==> config.mk <==
export PLATFORM = sky130hd
export DESIGN_NAME = soc_picorv32_xbar
export DESIGN_NICKNAME = d
export VERILOG_FILES = /design/src/rtl/soc_picorv32_xbar.sv
export SDC_FILE = /design/constraint.sdc
export NUM_CORES = 1
export LEC_CHECK = 0
export BUFFER_PORTS_ARGS = -buffer_cell sky130_fd_sc_hd__buf_4
export CAP_MARGIN = 0
export CORE_AREA = 3 3 245 247
export CTS_CLUSTER_DIAMETER = 150
export DETAILED_ROUTE_END_ITERATION = 10
export DIE_AREA = 0 0 248 250
export GPL_ROUTABILITY_DRIVEN = 0
export PLACE_DENSITY = 0.39
export SYNTH_ARGS = -nofsm -noshare
export SYNTH_HDL_FRONTEND = slang
export SYNTH_SLANG_ARGS = --single-unit
export TNS_END_PERCENT = 50
==> constraint.sdc <==
create_clock -name clk -period 2.9 [get_ports clk]
set_input_delay 0.435 -clock clk [delete_from_list [all_inputs] [get_ports clk]]
set_output_delay 0.435 -clock clk [all_outputs]
set_load 0.01 [all_outputs]
==> src/rtl/soc_picorv32_xbar.sv <==
// PicoRV32 native-bus crossbar: BRAM/SPRAM on the low half, up to 16 Wishbone slaves on the high half.
// Wishbone side runs a single outstanding transaction with timeout and sticky first-error capture.
module soc_picorv32_xbar #(
  parameter int          WB_N     = 8,
  parameter int          WB_DW    = 32,
  parameter int          WB_AW    = 16,
  parameter int          WB_AI    = 2,
  parameter int          RAM_AW   = 15,
  parameter int          TO_W     = 8,
  parameter logic [31:0] ERR_DATA = 32'hDEADBEEF
) (
  input  logic                     clk,
  input  logic                     rst_n,
  input  logic [31:0]              pb_addr,
  input  logic [31:0]              pb_wdata,
  input  logic [3:0]               pb_wstrb,
  input  logic                     pb_valid,
  output logic [31:0]              pb_rdata,
  output logic                     pb_ready,
  output logic [RAM_AW-1:0]        bram_addr,
  output logic [31:0]              bram_wdata,
  output logic [3:0]               bram_wmsk,
  output logic                     bram_we,
  input  logic [31:0]              bram_rdata,
  output logic [RAM_AW-1:0]        spram_addr,
  output logic [31:0]              spram_wdata,
  output logic [3:0]               spram_wmsk,
  output logic                     spram_we,
  input  logic [31:0]              spram_rdata,
  output logic [WB_AW-1:0]         wb_addr,
  output logic [WB_DW-1:0]         wb_wdata,
  output logic [WB_DW/8-1:0]       wb_wmsk,
  output logic                     wb_we,
  output logic [WB_N-1:0]          wb_cyc,
  input  logic [WB_DW*WB_N-1:0]    wb_rdata,
  input  logic [WB_N-1:0]          wb_ack,
  output logic                     err_flag,
  output logic [31:0]              err_addr,
  output logic [1:0]               err_code,
  input  logic                     err_clr
);

  localparam int              WB_SW   = WB_DW / 8;
  localparam logic [TO_W-1:0] TO_LAST = {TO_W{1'b1}} - TO_W'(1);

  typedef enum logic [1:0] {IDLE, CYC, RESP} state_t;
  state_t state, state_nx;

  logic              ram_region, ram_ready_q, ram_spram_q;
  logic              wb_region, idx_ok, resp_q;
  logic              launch, dec_err, timeout, ack_hit;
  logic [3:0]        idx_q;
  logic [31:0]       addr_q, rdata_q, sel_rd, ram_rd;
  logic [WB_N-1:0]   sel_oh;
  logic [TO_W-1:0]   to_cnt;

  // RAM side is a pass-through; the RAMs register the read, so ready follows one cycle later
  assign ram_region  = pb_valid & ~pb_addr[31];
  assign bram_addr   = pb_addr[RAM_AW+1:2];
  assign bram_wdata  = pb_wdata;
  assign bram_wmsk   = ~pb_wstrb;
  assign bram_we     = ram_region & ~pb_addr[17] & (|pb_wstrb);
  assign spram_addr  = pb_addr[RAM_AW+1:2];
  assign spram_wdata = pb_wdata;
  assign spram_wmsk  = ~pb_wstrb;
  assign spram_we    = ram_region & pb_addr[17] & (|pb_wstrb);
  assign ram_rd      = ram_spram_q ? spram_rdata : bram_rdata;

  assign wb_region = pb_valid & pb_addr[31];
  assign idx_ok    = {1'b0, pb_addr[27:24]} < 5'(WB_N);

  always_comb begin
    state_nx = state;
    launch   = 1'b0;
    dec_err  = 1'b0;
    timeout  = 1'b0;
    sel_oh   = WB_N'(1) << idx_q;
    ack_hit  = |(wb_ack & sel_oh);
    sel_rd   = '0;
    sel_rd[WB_DW-1:0] = wb_rdata[int'(idx_q)*WB_DW +: WB_DW];
    case (state)
      IDLE: begin
        // resp_q keeps a still-held pb_valid from relaunching right after a response
        if (wb_region && !resp_q) begin
          if (idx_ok) begin
            launch   = 1'b1;
            state_nx = CYC;
          end else begin
            dec_err  = 1'b1;
            state_nx = RESP;
          end
        end
      end
      CYC: begin
        if (ack_hit) begin
          state_nx = RESP;
        end else if (to_cnt == TO_LAST) begin
          timeout  = 1'b1;
          state_nx = RESP;
        end
      end
      RESP:    state_nx = IDLE;
      default: state_nx = IDLE;
    endcase
  end

  assign wb_cyc   = (state == CYC) ? sel_oh : '0;
  assign pb_ready = ram_ready_q | (state == RESP);
  assign pb_rdata = ram_ready_q ? ram_rd : ((state == RESP) ? rdata_q : 32'h0);

  always_ff @(posedge clk) begin
    if (!rst_n) begin
      state       <= IDLE;
      resp_q      <= 1'b0;
      ram_ready_q <= 1'b0;
      ram_spram_q <= 1'b0;
      idx_q       <= '0;
      addr_q      <= '0;
      rdata_q     <= '0;
      to_cnt      <= '0;
      wb_addr     <= '0;
      wb_wdata    <= '0;
      wb_wmsk     <= '0;
      wb_we       <= 1'b0;
      err_flag    <= 1'b0;
      err_addr    <= '0;
      err_code    <= '0;
    end else begin
      state       <= state_nx;
      resp_q      <= (state == RESP);
      ram_ready_q <= ram_region & ~ram_ready_q;
      ram_spram_q <= pb_addr[17];
      to_cnt      <= (state == CYC && state_nx == CYC) ? to_cnt + TO_W'(1) : '0;
      if (launch) begin
        idx_q    <= pb_addr[27:24];
        addr_q   <= pb_addr;
        wb_addr  <= pb_addr[WB_AW+WB_AI-1:WB_AI];
        wb_wdata <= pb_wdata[WB_DW-1:0];
        wb_wmsk  <= ~pb_wstrb[WB_SW-1:0];
        wb_we    <= |pb_wstrb;
      end
      if (state == CYC && ack_hit) rdata_q <= sel_rd;
      if (timeout || dec_err)      rdata_q <= ERR_DATA;
      // a new error beats a simultaneous clear; otherwise only the first error sticks
      if ((timeout || dec_err) && (!err_flag || err_clr)) begin
        err_flag <= 1'b1;
        err_addr <= dec_err ? pb_addr : addr_q;
        err_code <= dec_err ? 2'b10 : 2'b01;
      end else if (err_clr) begin
        err_flag <= 1'b0;
        err_addr <= '0;
        err_code <= '0;
      end
    end
  end

endmodule

* After elaboration in Yosys (flattened, before gate mapping)
Cells that the tools add are included.
Storage, ports and cells: flip-flop bits (word level) 169, input port bits 400, output and inout bits 233, logic and storage cells 81
Operators by class: add/subtract/negate cells 1, $lt $le $gt $ge 1, equality and inequality tests 4, shift operators 2, muxes and demuxes 28, bitwise operators 14, reduce and logical (&&, ||, !) cells 15
Operators by type and width (count):
- $mux 32 | 8
- $shiftx 256x10->32 | 1
- $mux 2 | 7
- $mux 1 | 11
- $add 8x1->8 const B | 1
- $and 8x8->8 | 1
- $eq 8x8->1 const B | 1
- $mux 8 | 1
- $reduce_or 8->1 | 1
- $shl 1x4->8 const A | 1
- $and 1x1->1 | 7
- $eq 2x1->1 const B | 2
- $logic_and 1x1->1 | 4
- $lt 4x4->1 const B | 1
- $not 1->1 | 4
- $not 4->4 | 1
- $pmux 2 s2 | 1
- $reduce_bool 2->1 | 2
- $reduce_or 4->1 | 1
- $eq 2x2->1 const B | 1
- $logic_not 1->1 | 2
- $logic_not 2->1 | 1
- $logic_or 1x1->1 | 2
- $reduce_and 2->1 | 1
- 2 further kinds | 2

* Longest topological paths before layout
depth after elaboration 8, mapped depth 8, mapped depth without buffers 7

* Worst setup path after synthesis
No wires, ideal clock.
path type flip-flop to flip-flop, start register idx_q[0], end register err_addr[25], setup time 0.122 ns, arrival time 1.837 ns, required time 2.778 ns, path slack 0.941 ns, cell stages (with the launch flop) 8, path buffers 2, period minus slack after synthesis 1.959 ns, path through dfxtp_1 buf_6 mux2_4 a32oi_2 and3_2 o22ai_4 buf_6 a221o_1
On the way: longest elaborated chain between the ends 8, elaborated cells between the ends (all ways) 9, those cells by class shift (1); mux (3); bitwise (1); reduce/logical (4)
RTL lines:
- start: declaration | RTL line 52 | logic [3:0] idx_q;
- start signal: assignment | RTL line 135 | idx_q <= pb_addr[27:24];
- $shl 1x4->8 (*) | RTL line 77 | sel_oh = WB_N'(1) << idx_q;
- $and 8x8->8 (*) | RTL line 78 | ack_hit = |(wb_ack & sel_oh);
- $reduce_or 8->1 (*) | RTL line 78
- $mux 1 (*) | RTL line 95 | if (ack_hit) begin
- $mux 1 (*) | RTL line 81 | case (state)
- $logic_or 1x1->1 (*) | RTL line 145 | if ((timeout || dec_err) && (!err_flag || err_clr)) begin
- $logic_and 1x1->1 (*) | RTL line 145
- $mux 32 / $reduce_bool 2->1 (equally long branches)
- end signal: assignment | RTL line 147 | err_addr <= dec_err ? pb_addr : addr_q;
- end: declaration | RTL line 38 | output logic [31:0] err_addr,
Every way passes the cells marked *; elsewhere a longest branch is shown, timed or not. A chain may end at the register's enable or synchronous reset.

* Final worst setup path
start register ram_spram_q, end output pb_rdata[24]
On the way: longest elaborated chain between the ends 2
RTL lines:
- start: declaration | RTL line 49 | logic ram_region, ram_ready_q, ram_spram_q;
- start signal: assignment | RTL line 132 | ram_spram_q <= pb_addr[17];
- $mux 32 | RTL line 67 | assign ram_rd = ram_spram_q ? spram_rdata : bram_rdata;
- $mux 32 | RTL line 109 | assign pb_rdata = ram_ready_q ? ram_rd : ((state == RESP) ? rdata_q : 32'h0);
- end: declaration | RTL line 18 | output logic [31:0] pb_rdata,
No other way between the ends.

==> results by group <==
Logic synthesis
  – Main combinational cell family by area after synthesis: multiplexers
  – Distinct cells, synth: 49
  – Synth warnings: 0
  – Main synth FF type: dfxtp_1
  – Proportion of synthesized area in mux cells: 0.216
  – Post-Synth XOR/XNOR Area: 0.00588
  – Synth Area in Adders: 0.00280
  – Post-synth EDFFs: 0
  – Synth Register Bits: 149
  – Post-synthesis compound-gate area fraction: 0.185
  – Post-synthesis cell area: 8940 um^2
  – Mapped Cells: approximately 930
  – FFs w/ async S/R, synth: 0
  – Synth Area in Simple Gates: 0.121
  – Synthesized net count: 1328
  – Share of the yosys chip area belonging to registers: 0.334
  – Synth Area per Inst: a little under 10 um^2

Worst setup path
  – Critical path type: reg2out
  – CP Launch Type: register
  – FF-to-FF path depth: 7
  – Arr. time, crit path: around 2.1 ns
  – R2r startpoint: to_cnt[0]$_SDFF_PN0_
  – CP max FO: 19
  – Setup crit end: pb_rdata[24]
  – CP Capture Type: output port
  – Critical Path Start: ram_spram_q$_SDFF_PN0_
  – CP required: 2.47 ns
  – Internal reg-to-reg setup slack: 0.36 ns
  – End of the worst register-to-register path: err_addr[4]$_SDFFE_PN0P_

Floorplanning
  – Total core area: 57800 um^2
  – Die Width: approximately 250 um
  – Die ar.: between 60000 and 70000 um^2
  – Initial Util: 0.155
  – Die Y: 250 um
  – Row count: 88
  – I/O pin count: 633

CTS
  – Root Driver: clkbuf_16
  – Hold_buf cts: 0
  – Post-CTS Setup Bufs: 0
  – TritonCTS clock tree: yes
  – CTS clk-pin slew, worst paths: around 0.070 ns
  – Clock buffer depth: 2
  – Post-CTS Resized: 0
  – CTS H-Tree Depth: 4
  – Clk Latency, worst-skew pair: 0.47 ns
  – Cts bufs inserted: 17
  – Clock sink count: 149

Flow run
  – Max-cap violations: 0

Global routing
  – Antenna violations before repair: 27
  – First-pass GRT wire length: approximately 70000 um
  – Gr ovfl total: 0
  – Vias in the first global route: around 9500
  – Largest net degree at the start of global routing: 49
  – Gr usage total: 0.160

Timing
  – Crit share post-route: 0.887
  – RSZ-0062 raised after global routing: false
  – Min Hold Slack: 0.140 ns
  – # setup viols final: 0
  – Clk_skew: 0.0175 ns
  – Fin crit period: approximately 2.6 ns
  – Final Max Tran Viols: 0
  – Setup_tns: 0 ns
  – Post-route setup slack: 0.329 ns
  – Worst Tran Pin Value: roughly 1.1 ns
  – Fmax: roughly 0.39 GHz
  – Final Hold Viols: 0
  – Slew HR: 0.242

Power and ir drop
  – PwrDens: 416 nW/um^2
  – Worst vdd ir: 0.000379 V
  – P_leak: slightly above 6 nW

Min path
  – Hold WC Path Type: in2reg

Final layout
  – Cell area after layout: roughly 14000 um^2
  – Final Net Count: around 1800
  – Layout cells sized above 1: 0.566
  – P&R area growth vs syn: 61.7%

Drt
  – Drt first pass iters: 4
  – Total wire length: 51600 um
  – Antenna viol nets, final: 0
  – Via count: 9251
  – Number of remaining DRC errors: 0
  – DR iter-0 viols: 323
  – Wire per inst: 23.3 um
  – Vias per Instance: 4.18

Placement
  – Setup slack at placement: around 0.31 ns
  – PortBufs: ~630
  – Dpl hpwl: 41700 um
  – Dpl cell area: between 10000 and 15000 um^2

Outcome
  – Status: complete, no violations
[synthesized netlist by cell type (2+ instances only)]
cell      number  share of area
dfxtp_1      149           0.33
nand2_1      131          0.055
buf_4        115          0.097
a21oi_1       88          0.049
mux4_2        64           0.16
clkbuf_1      47          0.020
a22o_1        40          0.039
nor2_1        40          0.017
mux2_2        33          0.042
a221o_1       32          0.036
and2_1        32          0.022
a221oi_1      24          0.024
o21bai_1      24          0.020
buf_2         16         0.0090
mux2i_1       10          0.011
buf_1          7         0.0029
inv_1          7         0.0029
nand3_1        7         0.0039
nand2b_1       6         0.0042
and3_1         5         0.0035
xor2_1         5         0.0049
a211oi_1       4         0.0034
buf_6          4         0.0050
nand4_1        3         0.0021
nor2b_1        3         0.0021
nor3_1         3         0.0017
o21ai_0        3         0.0017
ha_1           2         0.0028
nor4b_1        2         0.0020
[placed cells by master (no fill, tap or decap), types with 4 or more instances in the layout]
cell type / n
a211oi_1: 4
a21oi_1: 88
a221o_1: 32
a221oi_1: 24
a22o_1: 40
and2_1: 32
and3_1: 5
buf_12: 5
buf_4: 655
bufinv_16: 4
clkbuf_16: 17
clkinvlp_4: 4
dfxtp_1: 144
dfxtp_2: 4
diode_2: 17
inv_1: 6
mux2_2: 33
mux2i_1: 10
mux4_2: 64
nand2_1: 131
nand2b_1: 6
nand3_1: 7
nor2_1: 34
o21bai_1: 24
xor2_1: 5
[critical path, stage by stage (launching register included)]
cell	delay (ns)
dfxtp_2	0.70
buf_4	0.27
mux2_2	0.36
a22o_1	0.18
buf_4	0.14
[through the flow]
stage                     instances  power, mW   util
after floorplan                 926       2.82      -
after global placement         2162       3.55  0.238
after detailed placement       2162       3.56  0.238
after CTS                      2194       6.17  0.249
after global routing           2205       6.32  0.250
final                          2211       6.01  0.250
[flip-flops by register name (all words and copies together), names as in the netlist]
register     count
wb_we            1
wb_addr         15
rdata_q         32
state            2
wb_wdata        32
err_flag         1
err_addr        32
idx_q            3
addr_q          14
to_cnt           8
err_code         2
wb_wmsk          4
ram_spram_q      1
resp_q           1
ram_ready_q      1
[how the worst min path moves through the flow]
stage	from	endpoint	slack [ns]	cells after the start
final	pb_wstrb[3]	wb_wmsk[3]$_SDFFE_PN0P_	0.14	2
after CTS	pb_wstrb[1]	wb_wmsk[1]$_SDFFE_PN0P_	0.08	2
after detailed placement	wb_wdata[4]$_SDFFE_PN0P_	wb_wdata[4]$_SDFFE_PN0P_	0.45	2
after global routing	pb_wstrb[2]	wb_wmsk[2]$_SDFFE_PN0P_	0.1	2
after floorplan	addr_q[0]$_SDFFE_PN0P_	addr_q[0]$_SDFFE_PN0P_	0.44	2
after global placement	addr_q[0]$_SDFFE_PN0P_	addr_q[0]$_SDFFE_PN0P_	0.44	2
[logic make-up after synthesis]
group	after synthesis
simple gates	240
mux	108
buf+inv	196
compound gates	225
xor+xnor	6
flops	149
fa+ha+maj	2
[cell type report]
class	count	area [um^2]
fill	6265	43300
timing repair buffer	660	5020
multi-input combinational	581	4790
sequential	149	2990
tap	765	957
clock buffer	19	443
clock inverter	13	196
antenna	17	42.5
inverter	7	27.5
[report_power, final]
| group | switching (mW) | internal [mW] | total [mW] |
|---|---|---|---|
| logic | 0.537 | 0.751 | 1.29 |
| registers | 0.0634 | 2.13 | 2.20 |
| clock network | 1.05 | 1.48 | 2.53 |
| total | 1.65 | 4.36 | 6.01 |
[routing by layer]
metal  global-route usage  share of wire  vias to the layer above
met5                    0         0.0026                        -
met4               0.0705          0.026                       20
met3               0.0659          0.099                       61
met2                0.287           0.52                      448
met1                0.161           0.35                     4428
li1                     -              -                     4294
Note: power is estimated with default switching activity, not from simulation.
